--- config.mk ---
export PLATFORM = sky130hd
export DESIGN_NAME = register_pipe_flat
export DESIGN_NICKNAME = d
export VERILOG_FILES = /design/src/rtl/register_pkg.sv /design/src/rtl/register_pipe_if.sv /design/src/rtl/skid_stage.sv /design/src/rtl/register_pipe.sv /design/src/flat_wrapper.sv
export SDC_FILE = /design/constraint.sdc
export NUM_CORES = 1
export LEC_CHECK = 0
export CORE_MARGIN = 10
export CORE_UTILIZATION = 50
export CTS_CLUSTER_SIZE = 28
export DETAILED_ROUTE_END_ITERATION = 6
export GPL_TIMING_DRIVEN = 0
export HOLD_SLACK_MARGIN = 0.15
export PLACE_DENSITY_LB_ADDON = 0.08
export SYNTH_ARGS = -nofsm -noshare
export SYNTH_HDL_FRONTEND = slang
export SYNTH_SLANG_ARGS = --single-unit
--- constraint.sdc ---
create_clock -name clk -period 1.7 [get_ports clk]
set_input_delay 0.34 -clock clk [delete_from_list [all_inputs] [get_ports clk]]
set_output_delay 0.34 -clock clk [all_outputs]
set_load 0.01 [all_outputs]
--- src/rtl/register_pkg.sv ---
// Shared types and sizing helpers for the register pipe and its skid stages.
package register_pkg;

  // Occupancy of one two-entry skid stage.
  typedef enum logic [1:0] {
    EMPTY = 2'd0,
    HALF  = 2'd1,
    FULL  = 2'd2
  } stage_state_e;

  // Total words the pipe can hold.
  function automatic int unsigned capacity(input int unsigned stages);
    return 2 * stages;
  endfunction

  // Bits needed for an occupancy counter spanning 0..capacity.
  function automatic int unsigned cnt_width(input int unsigned stages);
    return $clog2(2 * stages + 1);
  endfunction

endpackage

--- src/rtl/register_pipe_if.sv ---
// Valid/ready handshake bundle plus occupancy status for the register pipe.
interface register_pipe_if
  import register_pkg::*;
#(
  parameter int unsigned WIDTH  = 10,
  parameter int unsigned STAGES = 2
);

  localparam int unsigned CNT_W = cnt_width(STAGES);

  logic             in_valid;
  logic [WIDTH-1:0] din;
  logic             in_ready;
  logic             out_valid;
  logic [WIDTH-1:0] dout;
  logic             out_ready;
  logic [CNT_W-1:0] count;

  // Producer/consumer side that drives words in and takes them out.
  modport master (
    output in_valid, din, out_ready,
    input  in_ready, out_valid, dout, count
  );

  // The pipe itself.
  modport slave (
    input  in_valid, din, out_ready,
    output in_ready, out_valid, dout, count
  );

endinterface

--- src/rtl/skid_stage.sv ---
// Two-entry skid buffer: registered up_ready and dn_valid, data out of main.
module skid_stage
  import register_pkg::*;
#(
  parameter int unsigned WIDTH = 10
) (
  input  logic             clk,
  input  logic             rst_n,
  input  logic             flush_i,
  input  logic             up_valid_i,
  input  logic [WIDTH-1:0] up_data_i,
  output logic             up_ready_o,
  output logic             dn_valid_o,
  output logic [WIDTH-1:0] dn_data_o,
  input  logic             dn_ready_i
);

  stage_state_e     state_q;
  logic [WIDTH-1:0] main_q;
  logic [WIDTH-1:0] skid_q;
  logic             ready_q;
  logic             valid_q;
  logic             push;
  logic             pop;

  // Handshake decode against the registered flags only.
  assign push = up_valid_i & ready_q;
  assign pop  = valid_q & dn_ready_i;

  // Occupancy FSM; flags track state so ready == !FULL and valid == !EMPTY.
  always_ff @(posedge clk or negedge rst_n) begin
    if (!rst_n) begin
      state_q <= EMPTY;
      main_q  <= '0;
      skid_q  <= '0;
      ready_q <= 1'b1;
      valid_q <= 1'b0;
    end else if (flush_i) begin
      state_q <= EMPTY;
      ready_q <= 1'b1;
      valid_q <= 1'b0;
    end else begin
      case (state_q)
        EMPTY: begin
          if (push) begin
            main_q  <= up_data_i;
            state_q <= HALF;
            valid_q <= 1'b1;
          end
        end
        HALF: begin
          if (push && !pop) begin
            skid_q  <= up_data_i;
            state_q <= FULL;
            ready_q <= 1'b0;
          end else if (push && pop) begin
            main_q <= up_data_i;
          end else if (pop) begin
            state_q <= EMPTY;
            valid_q <= 1'b0;
          end
        end
        FULL: begin
          if (pop) begin
            main_q  <= skid_q;
            state_q <= HALF;
            ready_q <= 1'b1;
          end
        end
        default: begin
          state_q <= EMPTY;
          ready_q <= 1'b1;
          valid_q <= 1'b0;
        end
      endcase
    end
  end

  assign up_ready_o = ready_q;
  assign dn_valid_o = valid_q;
  assign dn_data_o  = main_q;

endmodule

--- src/rtl/register_pipe.sv ---
// Cascade of skid stages with global enable, synchronous flush and occupancy count.
module register_pipe
  import register_pkg::*;
#(
  parameter int unsigned WIDTH  = 10,
  parameter int unsigned STAGES = 2
) (
  input  logic              clk,
  input  logic              reset,
  input  logic              en,
  input  logic              flush,
  register_pipe_if.slave    bus
);

  localparam int unsigned CNT_W = cnt_width(STAGES);

  logic             stage_valid [STAGES];
  logic             stage_ready [STAGES];
  logic [WIDTH-1:0] stage_data  [STAGES];
  logic             in_fire;
  logic             out_fire;
  logic [CNT_W-1:0] count_q;
  logic [CNT_W-1:0] count_d;

  // Chain of stages; en gates every link so nothing moves while it is low.
  for (genvar k = 0; k < int'(STAGES); k++) begin : g_stage
    logic             up_valid;
    logic [WIDTH-1:0] up_data;
    logic             dn_ready;

    if (k == 0) begin : g_first
      assign up_valid = bus.in_valid & en;
      assign up_data  = bus.din;
    end else begin : g_next
      assign up_valid = stage_valid[k-1] & en;
      assign up_data  = stage_data[k-1];
    end

    if (k == int'(STAGES) - 1) begin : g_last
      assign dn_ready = bus.out_ready & en;
    end else begin : g_inner
      assign dn_ready = stage_ready[k+1] & en;
    end

    skid_stage #(.WIDTH(WIDTH)) u_stage (
      .clk        (clk),
      .rst_n      (reset),
      .flush_i    (flush),
      .up_valid_i (up_valid),
      .up_data_i  (up_data),
      .up_ready_o (stage_ready[k]),
      .dn_valid_o (stage_valid[k]),
      .dn_data_o  (stage_data[k]),
      .dn_ready_i (dn_ready)
    );
  end

  assign bus.in_ready  = stage_ready[0] & en;
  assign bus.out_valid = stage_valid[STAGES-1] & en;
  assign bus.dout      = stage_data[STAGES-1];

  assign in_fire  = bus.in_valid & bus.in_ready;
  assign out_fire = bus.out_valid & bus.out_ready;

  // Occupancy next value: flush clears, simultaneous in/out cancel.
  always_comb begin
    count_d = count_q;
    if (flush) begin
      count_d = '0;
    end else if (in_fire && !out_fire) begin
      count_d = count_q + CNT_W'(1);
    end else if (out_fire && !in_fire) begin
      count_d = count_q - CNT_W'(1);
    end
  end

  // Occupancy register.
  always_ff @(posedge clk or negedge reset) begin
    if (!reset) begin
      count_q <= '0;
    end else begin
      count_q <= count_d;
    end
  end

  assign bus.count = count_q;

endmodule
--- src/flat_wrapper.sv ---
// flat-port wrapper written by rule: the top's interface ports become plain ports
module register_pipe_flat import register_pkg::*;
#(
  parameter int unsigned WIDTH  = 10,
  parameter int unsigned STAGES = 2
)
  (clk, reset, en, flush, bus_in_valid, bus_din, bus_out_ready, bus_in_ready, bus_out_valid, bus_dout, bus_count);
  register_pipe_if #(.WIDTH(WIDTH), .STAGES(STAGES)) bus_i ();
  input  logic clk;
  input  logic reset;
  input  logic en;
  input  logic flush;
  input wire logic [$bits(bus_i.in_valid)-1:0] bus_in_valid;
  input wire logic [$bits(bus_i.din)-1:0] bus_din;
  input wire logic [$bits(bus_i.out_ready)-1:0] bus_out_ready;
  output wire logic [$bits(bus_i.in_ready)-1:0] bus_in_ready;
  output wire logic [$bits(bus_i.out_valid)-1:0] bus_out_valid;
  output wire logic [$bits(bus_i.dout)-1:0] bus_dout;
  output wire logic [$bits(bus_i.count)-1:0] bus_count;
  assign bus_i.in_valid = bus_in_valid;
  assign bus_i.din = bus_din;
  assign bus_i.out_ready = bus_out_ready;
  assign bus_in_ready = bus_i.in_ready;
  assign bus_out_valid = bus_i.out_valid;
  assign bus_dout = bus_i.dout;
  assign bus_count = bus_i.count;
  register_pipe #(.WIDTH(WIDTH), .STAGES(STAGES)) u_core (.clk(clk), .reset(reset), .en(en), .flush(flush), .bus(bus_i));
endmodule
==> results of run 1 <==
[power by group through the flow]
stage	Sequential, uW	Combinational [uW]	Clock, uW
after detailed placement	1870	1250	0
after global placement	1840	1200	0
final	1840	1400	687
after CTS	1840	1360	714
after global routing	1900	1510	767
after floorplan	1860	742	0
[worst max-delay path, stage by stage (launching register included)]
cell and delay [ps]:
dfstp_2 570, and4b_1 210, buf_6 120, o211ai_4 90, o31ai_4 70, buf_6 160, buf_12 120, mux2_4 300
[worst paths after layout]
| check | start | end | slack, ps | cells after the start |
|---|---|---|---|---|
| max | u_core.g_stage[0].u_stage.up_ready_o$_DFFE_PN1P_ | u_core.g_stage[0].u_stage.dn_data_o[0]$_DFFE_PN0P_ | -50 | 7 |
| min | reset | u_core.bus.count[0]$_DFFE_PN0P_ | 500 | 2 |
| max reg2reg | u_core.g_stage[0].u_stage.up_ready_o$_DFFE_PN1P_ | u_core.g_stage[0].u_stage.dn_data_o[0]$_DFFE_PN0P_ | -50 | 7 |
| min reg2reg | u_core.g_stage[1].u_stage.skid_q[0]$_DFFE_PN0P_ | u_core.g_stage[1].u_stage.skid_q[0]$_DFFE_PN0P_ | 510 | 1 |
| max in group asynchronous | reset | u_core.g_stage[1].u_stage.state_q[1]$_DFFE_PN0P_ | 670 | 3 |
| min in group clk | u_core.g_stage[1].u_stage.skid_q[0]$_DFFE_PN0P_ | u_core.g_stage[1].u_stage.skid_q[0]$_DFFE_PN0P_ | 510 | 1 |
[state kept, by name (all words and copies together) (netlist names)]
| signal | cells |
|---|---|
| u_core.bus.count | 3 |
| u_core.g_stage.u_stage.dn_data_o | 20 |
| u_core.g_stage.u_stage.up_ready_o | 2 |
| u_core.g_stage.u_stage.dn_valid_o | 2 |
| u_core.g_stage.u_stage.state_q | 4 |
| u_core.g_stage.u_stage.skid_q | 20 |
[placed cells by master, fill, tap and decap left out, drive strengths merged, types with 3 or more instances in the layout]
cell,n
a21oi,7
and3,4
buf,37
clkbuf,7
clkdlybuf4s50,24
dfrtp,49
dlygate4sd2,4
mux2,60
nand2,3
nand3,7
nand4,3
nor2,6
nor3,5
o21ai,3
o31ai,3
[metrics by stage]
stage	util [%]	instance area [sq um]	setup WS, ps
CTS	68.0	3280	-47.5
detailed placement	61.0	2940	-600
finish	70.0	3370	-52.7
global route	70.0	3370	-101
global placement	60.7	2930	-1090
floorplan	-	2540	34.2
[logic make-up after synthesis]
| kind of cell | after synthesis |
|---|---|
| AND/OR/NAND/NOR | 37 |
| AO/OA/AOI/OAI | 20 |
| flip-flops | 51 |
| multiplexers | 60 |
| buffers and inverters | 13 |
| XOR/XNOR | 2 |
| adder cells (fa/ha/maj) | 1 |
[timing repair]
action / in CTS / in global routing
pin swaps: 8 / 5
hold endpoints to repair: 12 / 0
hold buffers: 1 / 0
cloned: 1 / 1
setup buffers: 14 / 10
gates resized for setup: 33 / 11
setup endpoints to repair: 44 / 43
[final cells by class]
cell class | instances | area [sq um]
clock buffer | 6 | 72.6
inverter | 3 | 12.5
fill | 355 | 1440
sequential | 51 | 1280
buffer | 9 | 85.1
clock inverter | 2 | 12.5
multi-input combinational | 120 | 1270
tap | 67 | 83.8
timing repair buffer | 58 | 551
[metal layers]
metal / wire length, um / global-route usage (%) / part of all wire (%) / vias to the layer above
li1: - / - / - / 797
met1: 2490 / 16.7 / 43 / 869
met2: 3040 / 24.2 / 52 / 35
met3: 205 / 3.87 / 3.5 / 9
met4: 66 / 4.44 / 1.1 / 0
met5: 0 / 0 / 0 / -
==> summary by stage, run 1 <==
Pwr
In this run, the combinational gates consume 35.5% of the power. The design draws 3930 uW. In this run the power spent charging and discharging nets is 1120 uW. The net switching fraction of the power is 28.5%. The internal cell power is 2810 uW. The power density relative to cell area is 1160 mW/mm^2. The clock network accounts for 17.5% of the total power. The register share of total power is 47.0%.

The worst-case IR drop observed on VDD is 0.000689 V. Summed over all cells, the static leakage comes to 0.00152 uW.

Yosys
By count the netlist is led by 49 x dfrtp_1, 40 x mux2_2, 20 x mux2_4, 7 x nand3_1. By instance count, the leading cell after synthesis is dfrtp_1. The number of storage elements in the synthesis netlist is 51.

The most used flip-flop cell after synthesis is dfrtp_1. For this run, the register share of the synthesized area comes to 50.5%. By area the synthesized netlist is led by dfrtp_1 48%, mux2_2 18%, mux2_4 12%, dfstp_2 2.1%, nand4_2 1.5%. Synthesis produced 184 cells. In the synthesized netlist, mux cells make up 29.6% of the area. Summing the areas of all xor and xnor instances in the mapped netlist gives 0.692% of the synthesized area.

The average instance in the mapped netlist occupies 13.8 sq um. After Yosys synthesis, full adders, half adders and majority gates account for 0.791% of the synthesized area. The simple-gate share of the synthesized area is 8.94%. The number of distinct library cells after synthesis is 36.

In this run, synthesis inferred 0 flip-flops with an integrated enable. After synthesis, the largest area contributor takes up 48.4% of total cell area. The cell type with the highest aggregate area in the netlist is dfrtp_1.

The complex-gate fraction of the synthesized area is 6.18%. In this run the cell area of the synthesized design comes to 0.00253 sq mm. The number of nets in the synthesized netlist is 201. The fraction of registers with async set/reset is 100%. The warning count from the yosys run is 0.

By area, the combinational part of the netlist is dominated by multiplexers.

Floorplanning
From left edge to right edge, the die measures 91.2 um. The region available for standard cell placement spans 0.00482 sq mm. In this run the count of I/O pins placed on the die edge is 31. The die covers 0.00831 sq mm.

The number of placement rows is 25. The initial cell density of the core is 52.6%. In this run the vertical extent of the chip is 91.2 um.

Clock network
The insertion delay to the later sink of the worst-skew pair is 310 ps. The buffer type at the clock tree root is clkbuf_8. The clock net in this run drives a total of 51 sinks. The clock tree synthesis step divided the H-tree into 2 levels. The number of buffers between clock root and the deepest sink is 2.

TritonCTS built the clock tree. Clock tree synthesis inserted a total of 5 buffers. The clock transition time at the flip-flop clock pins of the worst setup and hold paths is 90 ps.

STA
Headroom to the max-slew limit came out at 73.2%. The number of hold-slack violations in the final timing report is 0. The post-route fraction of the period consumed by the critical path is 103%. For this run, the top clock speed supported by timing is 571 MHz. Once routing completed, OpenROAD measured the worst setup slack at -52.7 ps.

The largest clock skew in the final design is 4.59 ps. Across all hold checks on the routed design, the worst slack comes to 500 ps. The final max-slew violation count was 0. Setup violations remaining at the end of the flow were counted as 21.

The setup TNS is -624 ps. For the pin with the worst max-slew slack, the measured transition is 402 ps. Setup repair after global routing could not meet its margin everywhere. The final critical delay including setup and external delays is 1750 ps.

Route
Detailed routing inserted a total of 1,710 vias. The iteration-0 DRC count of the detailed router is 54. Before antenna repair, the detailed router went through 5 iterations. The mean routed wirelength per cell is 18.4 um.

The count of nets left with antenna violations once routing finished came out at 0. Summed over all layers, the routed wires come to 5810 um. After detailed routing, the number of vias per cell comes to 5.41. The number of remaining DRC errors is 0.

Critical path
The highest fanout seen on the critical path is 5. STA puts the critical path data required time at 1900 ps. STA classifies the critical path startpoint as a register. The nature of the critical path endpoint is a register. The data arrival time of the critical path is 1950 ps.

The critical path is of the register to register type.

Global route
The total overflow left after global routing is 0. In the global route stage, overall resource usage came out at 14.1%. The via count of the first global-routing pass was 1,876. Entering global routing, the biggest net connects 38 pins.

The initial antenna violation count was 0. The first global-routing pass estimated 9540 um of wire.

Final layout
Excluding fillers, the count of instances in the completed layout stands at 316. The share of post-route cells with drive strength above 1 is 53.0%. At the end of the flow, the number of nets in the layout was 265. The number of antenna diodes is 0.

The area growth from synthesis to final layout is 33.2%.

Placement
The congestion estimate from routability-driven global placement came to 0.867. The placed wire-length estimate after detailed placement is 3670 um. Input and output buffers added on the ports amount to 30.

Including well taps, the total number of placed cells is 282.

Outcome
The flow ran to the end, but the final reports show violations. The final reports fail on setup timing.

Worst hold path
The path type of the worst min-delay path is input port to asynchronous set/reset pin.

Job
The number of violations of the max-capacitance limit is 0.
Power figures use the tool's default switching activity.
==> inputs of run 2 (changes only) <==
--- a/config.mk
+++ b/config.mk
@@ -7,6 +7,7 @@
 export LEC_CHECK = 0
 export CORE_MARGIN = 10
 export CORE_UTILIZATION = 50
+export CTS_CLUSTER_DIAMETER = 100
 export CTS_CLUSTER_SIZE = 28
 export DETAILED_ROUTE_END_ITERATION = 6
 export GPL_TIMING_DRIVEN = 0
==> results of run 2 <==
Final layout, timing and power as in run 1 (identical DEF).
